[config.mk]
export PLATFORM = sky130hd
export DESIGN_NAME = video_pattern_source
export DESIGN_NICKNAME = d
export VERILOG_FILES = /design/src/rtl/video_pattern_source.sv
export SDC_FILE = /design/constraint.sdc
export NUM_CORES = 1
export LEC_CHECK = 0
export CAP_MARGIN = 20
export CORE_UTILIZATION = 60
export CTS_CLUSTER_SIZE = 24
export DETAILED_ROUTE_END_ITERATION = 8
export DONT_BUFFER_PORTS = 1
export PLACE_DENSITY = 0.77
export SYNTH_ARGS = -nofsm -noshare
export SYNTH_HDL_FRONTEND = slang
export SYNTH_SLANG_ARGS = --single-unit
[constraint.sdc]
create_clock -name clock -period 5 [get_ports clock]
set_clock_uncertainty 0.15 [all_clocks]
set_input_delay 1 -clock clock [delete_from_list [all_inputs] [get_ports clock]]
set_output_delay 1 -clock clock [all_outputs]
set_load 0.005 [all_outputs]
[src/rtl/video_pattern_source.sv]
// video_pattern_source: raster timing generator with a known pixel pattern.
// Drives vsync/hsync/de/field and a {line, column} style word for tap chains.
module video_pattern_source #(
  parameter int DSIZE    = 16,
  parameter int H_ACTIVE = 1920,
  parameter int H_TOTAL  = 2200,
  parameter int H_SYNC   = 44,
  parameter int H_BACK   = 148,
  parameter int V_ACTIVE = 1080,
  parameter int V_TOTAL  = 1125,
  parameter int V_SYNC   = 5,
  parameter int V_BACK   = 36
) (
  input  logic             clock,
  input  logic             rst_x,
  input  logic             enable,
  input  logic             pause,
  input  logic [1:0]       pattern_sel,
  input  logic [DSIZE-1:0] const_pix,
  output logic             vsync,
  output logic             hsync,
  output logic             de,
  output logic             field,
  output logic [DSIZE-1:0] data,
  output logic [7:0]       frame_cnt,
  output logic             busy
);

  localparam int HALF = DSIZE / 2;
  // One extra bit so the active-window end position always fits.
  localparam int HW = $clog2(H_TOTAL + 1);
  localparam int VW = $clog2(V_TOTAL + 1);

  localparam logic [HW-1:0] H_LAST    = HW'(H_TOTAL - 1);
  localparam logic [HW-1:0] H_SYN_END = HW'(H_SYNC);
  localparam logic [HW-1:0] H_ACT_BEG = HW'(H_SYNC + H_BACK);
  localparam logic [HW-1:0] H_ACT_END = HW'(H_SYNC + H_BACK + H_ACTIVE);
  localparam logic [VW-1:0] V_LAST    = VW'(V_TOTAL - 1);
  localparam logic [VW-1:0] V_SYN_END = VW'(V_SYNC);
  localparam logic [VW-1:0] V_ACT_BEG = VW'(V_SYNC + V_BACK);
  localparam logic [VW-1:0] V_ACT_END = VW'(V_SYNC + V_BACK + V_ACTIVE);

  typedef enum logic {
    S_IDLE = 1'b0,
    S_RUN  = 1'b1
  } state_t;

  state_t r_state;
  state_t w_next;
  logic   w_step;

  logic [HW-1:0] r_hcnt;
  logic [VW-1:0] r_vcnt;
  logic          w_hwrap;
  logic          w_frame_end;
  logic          w_frame_start;

  logic             w_hs;
  logic             w_vs;
  logic             w_de;
  logic [HALF-1:0]  w_col;
  logic [HALF-1:0]  w_line;
  logic [DSIZE-1:0] w_pix;

  logic             r_vsync;
  logic             r_hsync;
  logic             r_de;
  logic [DSIZE-1:0] r_data;
  logic             r_busy;
  logic             r_field;
  logic [7:0]       r_frame_cnt;
  logic             r_first;

  assign w_hwrap       = (r_hcnt == H_LAST);
  assign w_frame_end   = w_hwrap && (r_vcnt == V_LAST);
  assign w_frame_start = (r_hcnt == '0) && (r_vcnt == '0);

  // FSM state register.
  always_ff @(posedge clock) begin
    if (rst_x) begin
      r_state <= S_IDLE;
    end else begin
      r_state <= w_next;
    end
  end

  // Next state; RUN only leaves at a frame boundary, never mid-frame.
  always_comb begin
    w_next = r_state;
    w_step = 1'b0;
    unique case (r_state)
      S_IDLE: begin
        if (enable) begin
          w_next = S_RUN;
        end
      end
      S_RUN: begin
        if (!pause) begin
          w_step = 1'b1;
          if (w_frame_end && !enable) begin
            w_next = S_IDLE;
          end
        end
      end
      default: begin
        w_next = S_IDLE;
      end
    endcase
  end

  // Raster counters; held at zero while idle, frozen while paused.
  always_ff @(posedge clock) begin
    if (rst_x || r_state == S_IDLE) begin
      r_hcnt <= '0;
      r_vcnt <= '0;
    end else if (w_step) begin
      if (w_hwrap) begin
        r_hcnt <= '0;
        if (r_vcnt == V_LAST) begin
          r_vcnt <= '0;
        end else begin
          r_vcnt <= r_vcnt + VW'(1);
        end
      end else begin
        r_hcnt <= r_hcnt + HW'(1);
      end
    end
  end

  assign w_hs = (r_hcnt < H_SYN_END);
  assign w_vs = (r_vcnt < V_SYN_END);
  assign w_de = (r_hcnt >= H_ACT_BEG) && (r_hcnt < H_ACT_END)
             && (r_vcnt >= V_ACT_BEG) && (r_vcnt < V_ACT_END);

  // Fields wrap modulo 2^HALF; only meaningful inside the active window.
  assign w_col  = HALF'(r_hcnt - H_ACT_BEG);
  assign w_line = HALF'(r_vcnt - V_ACT_BEG);

  // Pixel pattern mux; blanking always carries zero.
  always_comb begin
    w_pix = '0;
    if (w_de) begin
      case (pattern_sel)
        2'd0:    w_pix = {w_line, w_col};
        2'd1:    w_pix = const_pix;
        2'd2:    w_pix = {HALF'(r_frame_cnt), w_col};
        default: w_pix = '0;
      endcase
    end
  end

  // Registered timing and pixel outputs, one clock behind the counters.
  always_ff @(posedge clock) begin
    if (rst_x || r_state == S_IDLE) begin
      r_vsync <= 1'b0;
      r_hsync <= 1'b0;
      r_de    <= 1'b0;
      r_data  <= '0;
    end else if (!pause) begin
      r_vsync <= w_vs;
      r_hsync <= w_hs;
      r_de    <= w_de;
      r_data  <= w_pix;
    end
  end

  // busy tracks the FSM so it drops on the edge that enters IDLE.
  always_ff @(posedge clock) begin
    if (rst_x) begin
      r_busy <= 1'b0;
    end else begin
      r_busy <= (w_next == S_RUN);
    end
  end

  // Frame counter and field; the first frame after IDLE does not count.
  always_ff @(posedge clock) begin
    if (rst_x || r_state == S_IDLE) begin
      r_frame_cnt <= '0;
      r_field     <= 1'b0;
      r_first     <= 1'b1;
    end else if (w_step && w_frame_start) begin
      if (r_first) begin
        r_first <= 1'b0;
      end else begin
        r_frame_cnt <= r_frame_cnt + 8'd1;
        r_field     <= ~r_field;
      end
    end
  end

  assign vsync     = r_vsync;
  assign hsync     = r_hsync;
  assign de        = r_de;
  assign data      = r_data;
  assign busy      = r_busy;
  assign field     = r_field;
  assign frame_cnt = r_frame_cnt;

endmodule

======== After elaboration in Yosys (flattened, before gate mapping) ========
Cells that the tools add are included.
cells by class
  $add $sub $neg .......................... 5
  $lt $le $gt $ge ......................... 6
  eq/ne operators ......................... 4
  mux-type cells .......................... 10
  bitwise gates (word level) .............. 3
  reduce and logical (&&, ||, !) cells .... 14
operators with widths
  operator                                                      number
  case mux 16 bit (3 select lines)                              1
  2-to-1 mux 16 bit                                             1
  adder 12 x 1 -> 12 bit (second input constant)                1
  equality test 12 bit (second input constant)                  1
  >= comparator 12 x 8 -> 1 bit (second input constant)         1
  zero test 12 bit                                              1
  less-than comparator 12 bit (second input constant)           1
  less-than comparator 12 x 6 -> 1 bit (second input constant)  1
  2-to-1 mux 12 bit                                             1
  adder 11 x 1 -> 11 bit (second input constant)                1
  equality test 11 bit (second input constant)                  1
  >= comparator 11 x 6 -> 1 bit (second input constant)         1
  zero test 11 bit                                              1
  less-than comparator 11 bit (second input constant)           1
  less-than comparator 11 x 3 -> 1 bit (second input constant)  1
  2-to-1 mux 11 bit                                             1
  adder 8 x 1 -> 8 bit (second input constant)                  1
  subtractor 8 x 6 -> 8 bit (second input constant)             1
  subtractor 8 bit (second input constant)                      1
  logical AND 1 bit                                             7
  2-to-1 mux 1 bit                                              5
  AND reduction 2 bit                                           2
  NOT 1 bit                                                     3
  equality test 2 x 1 -> 1 bit (second input constant)          1
  5 further kinds                                               5
storage, ports and cells
  flip-flop bits (word level) ............. 53
  input port bits ......................... 22
  output and inout bits ................... 29
  word-level logic and storage cells ...... 52

======== Longest topological paths before layout ========
  depth in word-level cells ............... 6
  depth in mapped cells ................... 8
  mapped depth without buffers ............ 7

======== Worst setup path after synthesis ========
No wires, ideal clock.
  path type ............................... in2reg
  from .................................... in pause
  to ...................................... reg r_frame_cnt[6] (netlist: frame_cnt[6])
  setup time .............................. 116 ps
  data arrival time ....................... 2234 ps
  required time ........................... 4734 ps
  slack ................................... 2500 ps
  stages on the path ...................... 6
  buffers on the path ..................... 1
  cell sequence ........................... or4b_4 -> nor4_4 -> and3_1 -> buf_6 -> a31oi_1 -> a41o_1
on the way
  word-level cells in the longest chain between the ends .. 4
ends and longest elaborated chain
  item                           line  text
  from (decl)                    17    input logic pause,
  2-to-1 mux 1 bit               98    if (!pause) begin
  2-to-1 mux 1 bit               91    unique case (r_state)
  logical AND 1 bit              182   end else if (w_step && w_frame_start) begin
  AND reduction 2 bit (no line)  --
  to (signal assigned)           186   r_frame_cnt <= r_frame_cnt + 8'd1;
  to (decl)                      71    logic [7:0] r_frame_cnt;
No other way between the ends.
A chain may end at the register's enable or synchronous reset.

======== Worst setup path after layout ========
  from .................................... reg r_vcnt[0]
  to ...................................... reg r_data[13] (netlist: data[13])
on the way
  word-level cells in the longest chain between the ends .. 4
  elaborated cells between the ends (all ways) .. 7
  classes of those cells .................. 1 x add/sub; 2 x order compare; 2 x mux; 2 x reduce/logical
ends and longest elaborated chain
  item                                                               line  text
  from (decl)                                                        53    logic [VW-1:0] r_vcnt;
  from (signal assigned)                                             122   r_vcnt <= r_vcnt + VW'(1);
  branches (longest 3 deep; another with subtractor 8 x 6 -> 8 bit)  --
  2-to-1 mux 16 bit (*)                                              142   if (w_de) begin
  to (signal assigned)                                               163   r_data <= w_pix;
  to (decl)                                                          68    logic [DSIZE-1:0] r_data;
Mark *: on every way between the ends.

==> flow_results.org <==
** Critical path
- On the critical path the largest part of the delay comes from compound AO/OA/AOI/OAI gates.
- Critical path data arrival time :: 2660 ps
- For this design, the slowest cell found on the critical path is sky130_fd_sc_hd__a2111o_1.
- The critical path is of the flop to flop type.
- Kind of capture point of the worst setup path :: flop
- Reg-to-reg critical path startpoint :: r_vcnt[0]$_SDFFE_PP0P_
- In this run the worst setup path begins at r_vcnt[0]$_SDFFE_PP0P_.
- Required time of the critical path :: 5090 ps
- Chain of cells forming the critical path :: ha_1, nand4b_1, o211a_1, a2111o_1, a21o_1, a221oi_2
- Crit-path max FO :: 16
- The critical path contains buffers and inverters numbering 0 combined.
- Worst stage delay on the critical path :: 690 ps
- CP startpoint kind :: flop

** Finish
- Of the cells placed in the final design, the portion with a size suffix greater than 1 is 8.09%.
- Ant diodes :: 0
- Summing all non-filler instances in the final layout gives an area of 0.00309 sq mm.
- Number of nets in the layout :: 378
- Area grow syn2layout :: 1.94%

** Worst hold path
- The startpoint identified for the worst hold timing path is r_first$_SDFFE_PP1P_.
- In this run the worst hold path is classified as flop to flop.

** Route
- Vias post-DR :: 2560
- DRC violations left :: 0
- In this run, the number of DRC markers left after iteration 0 of detailed routing was 186.
- Routed length per instance :: 15.7 um
- Antenna-violating nets left :: 0
- Aggregate routed wire length :: 6500 um
- Via-per-instance ratio :: 6.20
- Drt first pass iters :: 5

** Synthesis
- Among all flip-flop cells after synthesis, the most frequent one is sky130_fd_sc_hd__dfxtp_1.
- Counting flops with a built-in enable in the synthesized netlist gives 0.
- Post-Synthesis Cell Area :: 0.00303 sq mm
- Count of different cell masters after synthesis :: 54
- Count of yosys warnings during synthesis :: 0
- For this run, asynchronously set or reset flops after synthesis account for 0%.
- Nets in the synthesized netlist :: 396
- Proportion of synthesized chip area in sequential cells :: 35.1%
- In this run the mean area of a mapped cell was 8.34 sq um.
- Number of synthesized register bits :: 53
- Synthesized netlist cell count :: 363

** Timing
- The number of slew-limit violations in the final report is 0.
- Max-slew headroom :: 33.5%
- Setup repair after global routing missed its margin :: no
- Final Hold Violating Endpoints :: 0
- Setup violations remaining at the end of the flow were counted as 0.
- Worst hold margin :: 316 ps
- Final-layout setup total negative slack :: 0 ps
- The final critical path takes up 51.5% of the cycle.
- Max frequency :: 388 MHz
- Subtracting the final worst setup slack from the clock period gives 2580 ps.
- For the pin with the worst max-slew slack, the measured transition is 996 ps.

** Place
- Detailed-placement wirelength estimate :: 4650 um
- Port buffer count :: 0
- RePlAce Congestion :: 0.905
- Summing all placed instances gives a cell area of 0.00299 sq mm.

** Die
- Die height :: 73.0 um
- Placeable core area :: 0.00479 sq mm
- Effective utilization at floorplan :: 63.2%
- In this run the count of I/O pins placed on the die edge is 51.
- Site row count :: 25
- The floorplan step set the die width to 73.0 um.
- The die covers 0.00533 sq mm.

** Global route
- The number of global-route vias before repair came to 2200.
- Congestion Overflow GR :: 0
- Initial antenna violation count :: 0
- GRT Total Usage :: 25.4%
- Global-route wire length before repair :: 10400 um
- Largest net degree at the start of global routing :: 32

** Clock network
- Clock-pin slew was measured on the worst setup and hold paths at 100 ps.
- CTS sink cnt :: 53
- TritonCTS built the clock tree.
- Clock latency on the worst-skew pair, taken at its later pin, is 320 ps.
- Gates resized during post-CTS repair numbered 0.
- Root buf cell :: sky130_fd_sc_hd__clkbuf_8
- Clock buffer depth :: 2
- The H-tree was split into 2 levels.
- CTS buffer count :: 5
- Post CTS Setup Buffer Count :: 0
- Buffers inserted to repair hold after CTS numbered 0.

** Power
- Power density over the cells :: 233 mW/mm^2
- Worst VDD drop :: 130 uV
- Overall power consumption :: 718 uW
- The analysis attributes to cell leakage a power of 0.999 nW.

** Run status
- The run finished with clean final reports.

** Run
- Number of max-cap violations :: 0
[routing by layer]
metal | up-vias | part of all wire, % | GRT usage [%]
li1 | 1258 | - | -
met1 | 1180 | 44 | 33.3
met2 | 114 | 46 | 39.8
met3 | 8 | 8.6 | 7.32
met4 | 0 | 1.4 | 8.50
met5 | - | 0 | 0
[path summary, 6_finish.rpt]
kind,to,slack (ps),depth (start not counted)
min,r_first$_SDFFE_PP1P_,320,1
min reg2reg,r_first$_SDFFE_PP1P_,320,1
max,data[13]$_SDFFE_PP0N_,2420,6
max reg2reg,data[13]$_SDFFE_PP0N_,2420,6
[cells in the mapped netlist (all sizes together) (3+ instances only)]
library cell	n	area, sq um
nand2	32	120
nand3	22	110
nand4	11	68.8
o21ai	11	55.1
o31ai	13	156
buf	11	75.1
and4	3	26.3
nor2	36	135
inv	12	45.0
nor4	7	58.8
nand2b	5	31.3
mux2i	4	40.0
xnor2	17	149
nor2b	11	68.8
or3	5	31.3
a2bb2oi	3	26.3
clkbuf	17	63.8
nor3	13	65.1
and3	4	25.0
dfxtp	53	1060
ha	11	138
xor2	7	61.3
a21oi	21	105
[cell type report]
class | instances | area (sq um)
clock buffer | 5 | 68.8
clock inverter | 3 | 22.5
fill | 403 | 1700
inverter | 12 | 45.0
multi-input combinational | 270 | 1780
sequential | 53 | 1060
tap | 67 | 83.8
timing repair buffer | 3 | 22.5
[kinds of logic (layout without fill, tap and decap cells)]
logic type | count (synthesis) | after routing | synth area share, %
buf+inv | 40 | 23 | 6.08
xor+xnor | 24 | 24 | 6.94
mux | 4 | 4 | 1.32
fa+ha+maj | 11 | 11 | 4.55
compound gates | 74 | 74 | 19.1
simple gates | 157 | 157 | 26.9
flops | 53 | 53 | 35.1
[cells in the final DEF (no fill, tap or decap), types with 2 or more instances in the layout]
cell type / instances
sky130_fd_sc_hd__and3_1: 4
sky130_fd_sc_hd__nor2b_1: 11
sky130_fd_sc_hd__buf_4: 3
sky130_fd_sc_hd__and4_1: 3
sky130_fd_sc_hd__ha_1: 11
sky130_fd_sc_hd__clkinvlp_4: 3
sky130_fd_sc_hd__a21boi_0: 2
sky130_fd_sc_hd__nand4b_1: 2
sky130_fd_sc_hd__a21oi_1: 21
sky130_fd_sc_hd__a2bb2oi_1: 3
sky130_fd_sc_hd__nand2_1: 32
sky130_fd_sc_hd__nor4_1: 6
sky130_fd_sc_hd__a31o_2: 2
sky130_fd_sc_hd__dfxtp_1: 53
sky130_fd_sc_hd__o31a_1: 2
sky130_fd_sc_hd__clkbuf_8: 5
sky130_fd_sc_hd__nand3_1: 22
sky130_fd_sc_hd__xor2_1: 7
sky130_fd_sc_hd__o31ai_1: 3
sky130_fd_sc_hd__inv_1: 12
sky130_fd_sc_hd__nor2_1: 36
sky130_fd_sc_hd__or3_1: 5
sky130_fd_sc_hd__o31ai_2: 9
sky130_fd_sc_hd__mux2i_1: 4
sky130_fd_sc_hd__a31oi_1: 2
sky130_fd_sc_hd__xnor2_1: 17
sky130_fd_sc_hd__o21ai_0: 11
sky130_fd_sc_hd__a222oi_1: 2
sky130_fd_sc_hd__nand3b_1: 2
sky130_fd_sc_hd__a21o_1: 2
sky130_fd_sc_hd__nand4_1: 11
sky130_fd_sc_hd__nand2b_1: 5
sky130_fd_sc_hd__a41o_1: 2
sky130_fd_sc_hd__nor3_1: 13
[registers in the layout (all words and copies together), names as in the netlist]
name       count
de             1
frame_cnt      8
r_vcnt        11
r_first        1
r_hcnt        12
field          1
vsync          1
hsync          1
data          16
busy           1
[stage by stage]
| step | cells | utilization [%] | setup WS, ps |
|---|---|---|---|
| final | 413 | 64.5 | 2420 |
| after global routing | 413 | 64.5 | 2260 |
| after CTS | 413 | 64.5 | 2440 |
| after detailed placement | 405 | 62.6 | 2270 |
| after global placement | 405 | 62.6 | 2330 |
| after floorplan | 363 | - | 2500 |
[report_power, final]
group	internal (mW)	total, mW	switching (mW)
logic	0.0132	0.0384	0.0253
clock network	0.0986	0.253	0.154
registers	0.424	0.427	0.00280
total	0.536	0.718	0.182
Power figures use the tool's default switching activity.
